===== src/rtl/fifo_word_unpacker.sv =====
// Purpose: pop IN_WIDTH words from a registered-read FIFO and stream them as RATIO narrow slices.
// Latency: a pop at cycle t lands at t+1; its first slice is valid at t+2; then 1 slice/cycle.
// Backpressure: out_ready=0 holds out_data; pops stop once cur+nxt+in-flight holds 2 words.
// Ports: clk/reset (async, active-low), flush (sync clear of buffered words),
//        fifo_empty/fifo_pop/fifo_data (FIFO read side),
//        out_data/out_valid/out_ready/out_last (slice stream), idle (nothing held or in flight).
module fifo_word_unpacker #(
  parameter int IN_WIDTH  = 64,
  parameter int OUT_WIDTH = 8,
  parameter bit LSB_FIRST = 1'b1
) (
  input  logic                 clk,
  input  logic                 reset,
  input  logic                 flush,
  input  logic                 fifo_empty,
  output logic                 fifo_pop,
  input  logic [IN_WIDTH-1:0]  fifo_data,
  output logic [OUT_WIDTH-1:0] out_data,
  output logic                 out_valid,
  input  logic                 out_ready,
  output logic                 out_last,
  output logic                 idle
);

  localparam int RATIO = IN_WIDTH / OUT_WIDTH;
  localparam int IDX_W = (RATIO > 1) ? $clog2(RATIO) : 1;
  localparam logic [IDX_W-1:0] IDX_LAST = IDX_W'(RATIO - 1);

  logic [IN_WIDTH-1:0] cur_q, cur_d;
  logic [IN_WIDTH-1:0] nxt_q, nxt_d;
  logic                cur_v_q, cur_v_d;
  logic                nxt_v_q, nxt_v_d;
  logic [IDX_W-1:0]    idx_q, idx_d;
  logic                inflight_q, inflight_d;

  logic [1:0]       occ;
  logic [IDX_W-1:0] sel;
  logic             fire;
  logic             at_last;
  logic             cur_free;
  logic             landing;

  // Words held or on their way: a new pop is only issued when there is a slot
  // for it to land in, so no landing can ever find both buffers full.
  assign occ = 2'(cur_v_q) + 2'(nxt_v_q) + 2'(inflight_q);

  // Gated by reset so the FIFO is not drained while this block is held in reset.
  assign fifo_pop = reset && !fifo_empty && (occ < 2'd2) && !flush;

  assign at_last  = (idx_q == IDX_LAST);
  assign fire     = cur_v_q && out_ready;
  assign cur_free = fire && at_last;
  assign landing  = inflight_q && !flush;

  assign sel       = LSB_FIRST ? idx_q : (IDX_LAST - idx_q);
  assign out_data  = cur_q[sel*OUT_WIDTH +: OUT_WIDTH];
  assign out_valid = cur_v_q;
  assign out_last  = cur_v_q && at_last;
  assign idle      = !cur_v_q && !nxt_v_q && !inflight_q;

  always_comb begin
    cur_d      = cur_q;
    nxt_d      = nxt_q;
    cur_v_d    = cur_v_q;
    nxt_v_d    = nxt_v_q;
    idx_d      = idx_q;
    inflight_d = fifo_pop;

    if (flush) begin
      // The word landing this cycle is dropped along with everything buffered.
      cur_v_d = 1'b0;
      nxt_v_d = 1'b0;
      idx_d   = '0;
    end else begin
      if (fire) begin
        idx_d = at_last ? '0 : idx_q + IDX_W'(1);
      end

      if (cur_free) begin
        // Refill order keeps words in sequence: nxt is older than any landing word.
        if (nxt_v_q) begin
          cur_d   = nxt_q;
          nxt_v_d = 1'b0;
          if (landing) begin
            nxt_d   = fifo_data;
            nxt_v_d = 1'b1;
          end
        end else if (landing) begin
          cur_d = fifo_data;
        end else begin
          cur_v_d = 1'b0;
        end
      end else if (landing) begin
        if (!cur_v_q) begin
          cur_d   = fifo_data;
          cur_v_d = 1'b1;
        end else begin
          nxt_d   = fifo_data;
          nxt_v_d = 1'b1;
        end
      end
    end
  end

  always_ff @(posedge clk or negedge reset) begin
    if (!reset) begin
      cur_q      <= '0;
      nxt_q      <= '0;
      cur_v_q    <= 1'b0;
      nxt_v_q    <= 1'b0;
      idx_q      <= '0;
      inflight_q <= 1'b0;
    end else begin
      cur_q      <= cur_d;
      nxt_q      <= nxt_d;
      cur_v_q    <= cur_v_d;
      nxt_v_q    <= nxt_v_d;
      idx_q      <= idx_d;
      inflight_q <= inflight_d;
    end
  end

endmodule


===== config.mk =====
export PLATFORM = sky130hd
export DESIGN_NAME = fifo_word_unpacker
export DESIGN_NICKNAME = d
export VERILOG_FILES = /design/src/rtl/fifo_word_unpacker.sv
export SDC_FILE = /design/constraint.sdc
export NUM_CORES = 1
export LEC_CHECK = 0
export BUFFER_PORTS_ARGS = -buffer_cell sky130_fd_sc_hd__buf_2
export CAP_MARGIN = 20
export CELL_PAD_IN_SITES_DETAIL_PLACEMENT = 1
export CELL_PAD_IN_SITES_GLOBAL_PLACEMENT = 1
export CORE_MARGIN = 5
export CORE_UTILIZATION = 30
export CTS_BUF_LIST = sky130_fd_sc_hd__clkbuf_8
export DETAILED_ROUTE_END_ITERATION = 7
export PLACE_DENSITY_LB_ADDON = 0.1
export SLEW_MARGIN = 20
export SYNTH_ARGS = -nofsm -noshare
export SYNTH_HDL_FRONTEND = slang
export SYNTH_SLANG_ARGS = --single-unit

===== constraint.sdc =====
create_clock -name clk -period 5.15 [get_ports clk]
set_input_delay 0.7725 -clock clk [delete_from_list [all_inputs] [get_ports clk]]
set_output_delay 0.7725 -clock clk [all_outputs]
set_load 0.03 [all_outputs]

==> reports/results.ini, run 1 <==
[outcome]
status = finished clean

[placement]
dpl.hpwl_mm = 11.8
dpl_cell_area_sq_um = 7610
io_buffers = 80
gp_congestion = 0.763

[clocking]
cts_hold_buf = 0
cts_sinks = 134
cts-root-buf = clkbuf_8
clk-insertion-delay-late_ns = 0.44
postCtsSetupBuffers = 0
path_clk_slew_ns = 0.08
post_cts_resized = 0
numCtsBuffers = 17
cts_tree = yes
clock_path_buffers = 2
cts_htree_levels = 4

[critical_path]
end_kind = output port
startpoint_type = flip-flop
worstPathRequired_ns = 4.38
path_class = reg -> out
path_max_fanout = 71
cp.arrival_ns = 2.52

[timing]
drv_slew = 0
finalHoldViolCount = 0
max_clock_freq_mhz = 304
tightest_slew_ns = 1.06
setup-tns-final_ns = 0
max_slew_margin_pct = 29.4
setup_viol = 0
rsz0062_at_grt = no
worst_clock_skew_ns = 0.0121
period_minus_slack_ns = 3.29
fin_crit_sh_pct = 63.9

[synth]
synth.area.top_cells = dfrtp_1, a2bb2oi_2, mux2_2
avgSynthCellArea_sq_um = 14.3
ys_top_cells_by_count = dfrtp_1, mux2i_1, nand2b_1
yosys.cell_count.top_type = dfrtp_1
synthArstFlopShare_pct = 100
postSynthNetCount = 560
synth_warnings = 0
ys_seq_area_share_pct = 48.2
synth_cells = 487
netlist.area_leader.share_pct = 48.2
yosysTopAreaCell = dfrtp_1
synth-edff-count = 0
synthesis.area_sq_um = 6950
yosys_register_bits = 134
synthFlopType = dfrtp_1
ys_types = 26

[hold_path]
min_path_type = in -> async

[grt]
grt_pass1_vias = 4759
gr-total-overflow = 0
track_usage_pct = 13.8
grt_pass1_wl_mm = 28.1
grt_max_degree = 72
grt_antenna_before_repair = 0

[floorplan]
core_area_sq_um = 22700
dieArea_sq_um = 26300
die_x_um = 162
die_h_um = 162
start_util_pct = 30.6
pin_count = 81
fp-row-count = 55

[final_layout]
nets = 630
antenna_cells = 0
syn_to_final_growth_pct = 16.2
fillCellCount = 2383
seq_area_sq_um = 3350
drive_gt1_share_pct = 46.1
multi_input_area_sq_um = 3390
stdcell_area_sq_um = 8080

[power]
combPwrFrac_pct = 17.7
p_per_area_nw_per_um2 = 365
p_int_uw = 2160
seqPwrFrac_pct = 47.6
p_leak_uw = 0.00388
ir_worst_vdd_uv = 124
netSwitchingPower_uw = 795
clock_power_share_pct = 34.7
switching_share_pct = 26.9

[flow_run]
max_cap_violations = 0

[routing]
first_pass_iters = 4
drt_wl_total_mm = 17.4
route.detailed.wl_per_inst_um = 20.4
drc = 0
ant_nets = 0
dr.first_iter.drc_count = 150
viasPerCell = 4.92
vias = 4210

[final timing paths]
kind | start | endpoint | slack [ns] | depth (start not counted)
worst max-delay path | inflight_q$_DFF_PN0_ | fifo_pop | 1.86 | 5
max in group asynchronous | reset | nxt_q[16]$_DFFE_PN0P_ | 3.89 | 2
worst max register to register | idx_q[1]$_DFFE_PN0P_ | cur_q[18]$_DFFE_PN0P_ | 2.14 | 6
worst min-delay path | reset | cur_q[42]$_DFFE_PN0P_ | 0.23 | 1
min in group clk | nxt_q[43]$_DFFE_PN0P_ | nxt_q[43]$_DFFE_PN0P_ | 0.49 | 1
worst min register to register | nxt_q[43]$_DFFE_PN0P_ | nxt_q[43]$_DFFE_PN0P_ | 0.49 | 1
[placed cells by master (no fill, tap or decap), drive strengths merged]
| cell | Yosys | routed |
|---|---|---|
| mux2i | 65 | 65 |
| nand3 | 2 | 2 |
| mux2 | 72 | 72 |
| dfrtp | 134 | 134 |
| and2 | 1 | 1 |
| o21ai | 3 | 3 |
| o2111ai | 1 | 1 |
| nand4 | 1 | 1 |
| bufinv | 0 | 4 |
| clkinvlp | 0 | 2 |
| a2bb2oi | 64 | 64 |
| inv | 3 | 4 |
| nor3 | 1 | 1 |
| or4b | 1 | 1 |
| clkinv | 0 | 3 |
| buf | 30 | 90 |
| nand2b | 64 | 64 |
| a221oi | 1 | 1 |
| nor2 | 2 | 2 |
| a21o | 1 | 1 |
| clkbuf | 9 | 22 |
| mux4 | 16 | 16 |
| ha | 4 | 4 |
| a21oi | 6 | 6 |
| nand2 | 6 | 6 |
[power groups by stage]
stage	Sequential, uW	Clock, uW	Combinational (uW)
2_1_floorplan	1350	0	403
3_3_place_gp	1420	0	521
3_5_place_dp	1420	0	537
4_1_cts	1410	1070	538
5_1_grt	1430	1110	570
6_report	1410	1030	523
[worst max-delay path, cell delays in order, from the launching register on]
cell	delay, ns
dfrtp_2	0.39
buf_4	0.35
ha_1	0.31
or4b_2	0.60
a21oi_1	0.18
buf_2	0.24
[routing by layer]
layer | routed length, um | global-route usage (%) | share of wire (%) | vias up
li1 | - | - | - | 1934
met1 | 8680 | 20.0 | 50 | 2180
met5 | 0 | 0 | 0 | -
met4 | 218 | 4.38 | 1.3 | 0
met3 | 603 | 2.74 | 3.5 | 17
met2 | 7910 | 20.8 | 45 | 79
[kinds of logic (layout without fill, tap and decap cells)]
family                   count (synthesis)  after routing  synth area share [%]
AO/OA/AOI/OAI                           76             76                  14.8
buffers and inverters                   42            125                  3.31
AND/OR/NAND/NOR                         78             78                  6.73
multiplexers                           153            153                  26.2
flip-flops                             134            134                  48.2
adder cells (fa/ha/maj)                  4              4                 0.720
[sequential cells by signal, indices dropped and copies added (netlist names)]
| signal | cells |
|---|---|
| cur_q | 64 |
| nxt_q | 64 |
| idx_q | 3 |
| inflight_q | 1 |
| nxt_v_q | 1 |
| out_valid | 1 |
[final cells by class]
| type | count | share of cell area [%] |
|---|---|---|
| multi-input combinational | 311 | 42.0 |
| sequential | 134 | 41.5 |
| timing repair buffer | 90 | 6.16 |
| tap | 285 | 4.41 |
| clock buffer | 22 | 3.75 |
| clock inverter | 10 | 2.06 |
| inverter | 3 | 0.139 |
[metrics by stage]
stage               instances  setup WS [ns]  total power, uW  hold slack (ns)  util, %
detailed placement        823           2.07             1960            0.483     33.5
finish                    855           1.86             2950            0.226     35.6
CTS                       855           1.75             3010            0.202     35.6
global route              855           1.63             3110            0.212     35.6
global placement          823           2.17             1940            0.475     33.5
floorplan                 487           2.22             1760            0.464        -
Power figures use the tool's default switching activity.
==> run 2: changes to the inputs <==
Clock period 5.15 ns to 2.8 ns, I/O delays scaled along.
==> run 2 against run 1 <==
Utilization rose by 0.20 points. Global-route usage rose by 0.30 points. Design area rose by 0.56%. Largest cell class unchanged. Sequential power rose by 82%. Register-to-register slack got worse by 1.7 ns. Hold slack got worse by 0.033 ns. Cell count rose by 0.82%. Wire length rose by 2.4%. Total power rose by 80%. Sequential share of layout area fell by 0.23 points. Clock skew fell by 0.0040 ns.
==> reports/results.ini, run 2 (same netlist as run 1, synthesis figures left out) <==
[final_layout]
syn_to_final_growth_pct = 16.9
multi_input_area_sq_um = 3390
layout_common_cells = dfrtp_1, buf_2, mux2i_1
antenna_cells = 0
reg_top3 = cur_q x64, nxt_q x64, idx_q x3
final_common_cell = dfrtp_1
fin_cells = 862
drive_gt1_share_pct = 46.4
fillCellCount = 2412
stdcell_area_sq_um = 8130
seq_area_sq_um = 3350
nets = 637
utilization_pct = 35.8

[placement]
dp.cells = 829
dpl_cell_area_sq_um = 7680
io_buffers = 80
gp_congestion = 0.721
dpl.hpwl_mm = 12.1

[routing]
drc = 0
first_pass_iters = 4
vias = 4220
viasPerCell = 4.90
drt_wl_total_mm = 17.8
dr.first_iter.drc_count = 169
route.detailed.wl_per_inst_um = 20.7
ant_nets = 0

[clocking]
path_clk_slew_ns = 0.08
cts_htree_levels = 4
cts_sinks = 134
clock_path_buffers = 2
post_cts_resized = 0
clk-insertion-delay-late_ns = 0.44
cts_tree = yes
cts-root-buf = clkbuf_8
numCtsBuffers = 17

[critical_path]
end_kind = output port
cp_top_family = multiplexers
crit_buf_inv = 2
path_class = reg -> out
startpoint_type = flip-flop
crit_chain = buf_4 -> mux4_2 -> mux2_2 -> buf_2
cp.arrival_ns = 2.23
worst_path_max_delay_cell = mux4_2
path_max_fanout = 18
cpPeakStageDelay_ns = 0.61
worstPathRequired_ns = 2.38

[floorplan]
core_area_sq_um = 22700
start_util_pct = 30.6
die_h_um = 162
dieArea_sq_um = 26300
fp-row-count = 55
pin_count = 81
die_x_um = 162

[grt]
grt_pass1_wl_mm = 28.3
grt_pass1_vias = 4695
grt_max_degree = 70
grt_antenna_before_repair = 0
track_usage_pct = 14.1
gr-total-overflow = 0

[timing]
max_clock_freq_mhz = 377
setup_viol = 0
tightest_slew_ns = 0.922
setup-tns-final_ns = 0
whs_ns = 0.193
drv_slew = 0
rsz0062_at_grt = no
worst_clock_skew_ns = 0.00819
fin_crit_sh_pct = 94.8
finalHoldViolCount = 0
period_minus_slack_ns = 2.65
max_slew_margin_pct = 38.5

[hold_path]
min_path_type = in -> reg

[power]
p_per_area_nw_per_um2 = 654
ir_worst_vdd_uv = 301
p_leak_uw = 0.00392

[flow_run]
max_cap_violations = 0

[outcome]
status = finished clean

[run 2: changes by cell type in the layout (fill, tap and decap cells not counted), sizes merged]
cell	change
buf	+6
bufinv	-1
clkbuf	+1
clkinv	+1
clkinvlp	-1
dlygate4sd3	+1
[run 2: path summary, 6_finish.rpt]
check	from	slack, ns	cells past startpoint	endpoint
min reg2reg	nxt_q[47]$_DFFE_PN0P_	0.49	1	nxt_q[47]$_DFFE_PN0P_
max reg2reg	idx_q[1]$_DFFE_PN0P_	0.43	6	nxt_q[63]$_DFFE_PN0P_
max in group asynchronous	reset	1.40	3	cur_q[12]$_DFFE_PN0P_
min in group asynchronous	reset	0.37	2	nxt_q[41]$_DFFE_PN0P_
max	idx_q[0]$_DFFE_PN0P_	0.15	4	out_data[4]
min	fifo_data[19]	0.19	2	nxt_q[19]$_DFFE_PN0P_
[run 2: where the power goes]
part	internal, uW	switching (uW)	leakage [uW]	total [uW]
clock network	1020	758	0.000229	1770
registers	2290	276	0.00164	2570
logic	587	385	0.00205	973
[run 2: what timing repair did]
action | 4_1_cts | 5_1_grt
setup buffers | 0 | 0
hold endpoints to repair | 10 | 0
hold buffers | 1 | 0
[run 2: layout make-up]
cell class	instances	share of cell area [%]
Clock buffer	23	3.90
Clock inverter	9	1.49
Inverter	3	0.139
Multi-Input combinational cell	311	41.7
Sequential cell	134	41.3
Tap cell	285	4.39
Timing Repair Buffer	97	7.07
[run 2: metrics by stage]
stage / total power [uW] / worst slack (ns)
after floorplan: 3230 / 0.481
after global placement: 3550 / 0.487
after detailed placement: 3600 / 0.410
after CTS: 5420 / 0.0603
after global routing: 5590 / 0.0325
final: 5310 / 0.146
[run 2: per-layer routing]
layer | wire length [um] | global-route usage (%) | up-vias | share of wire [%]
met5 | 0 | 0 | - | 0
met4 | 184 | 3.81 | 0 | 1.0
met3 | 679 | 3.32 | 17 | 3.8
met2 | 8230 | 21.3 | 77 | 46
met1 | 8740 | 20.3 | 2184 | 49
li1 | - | - | 1942 | -
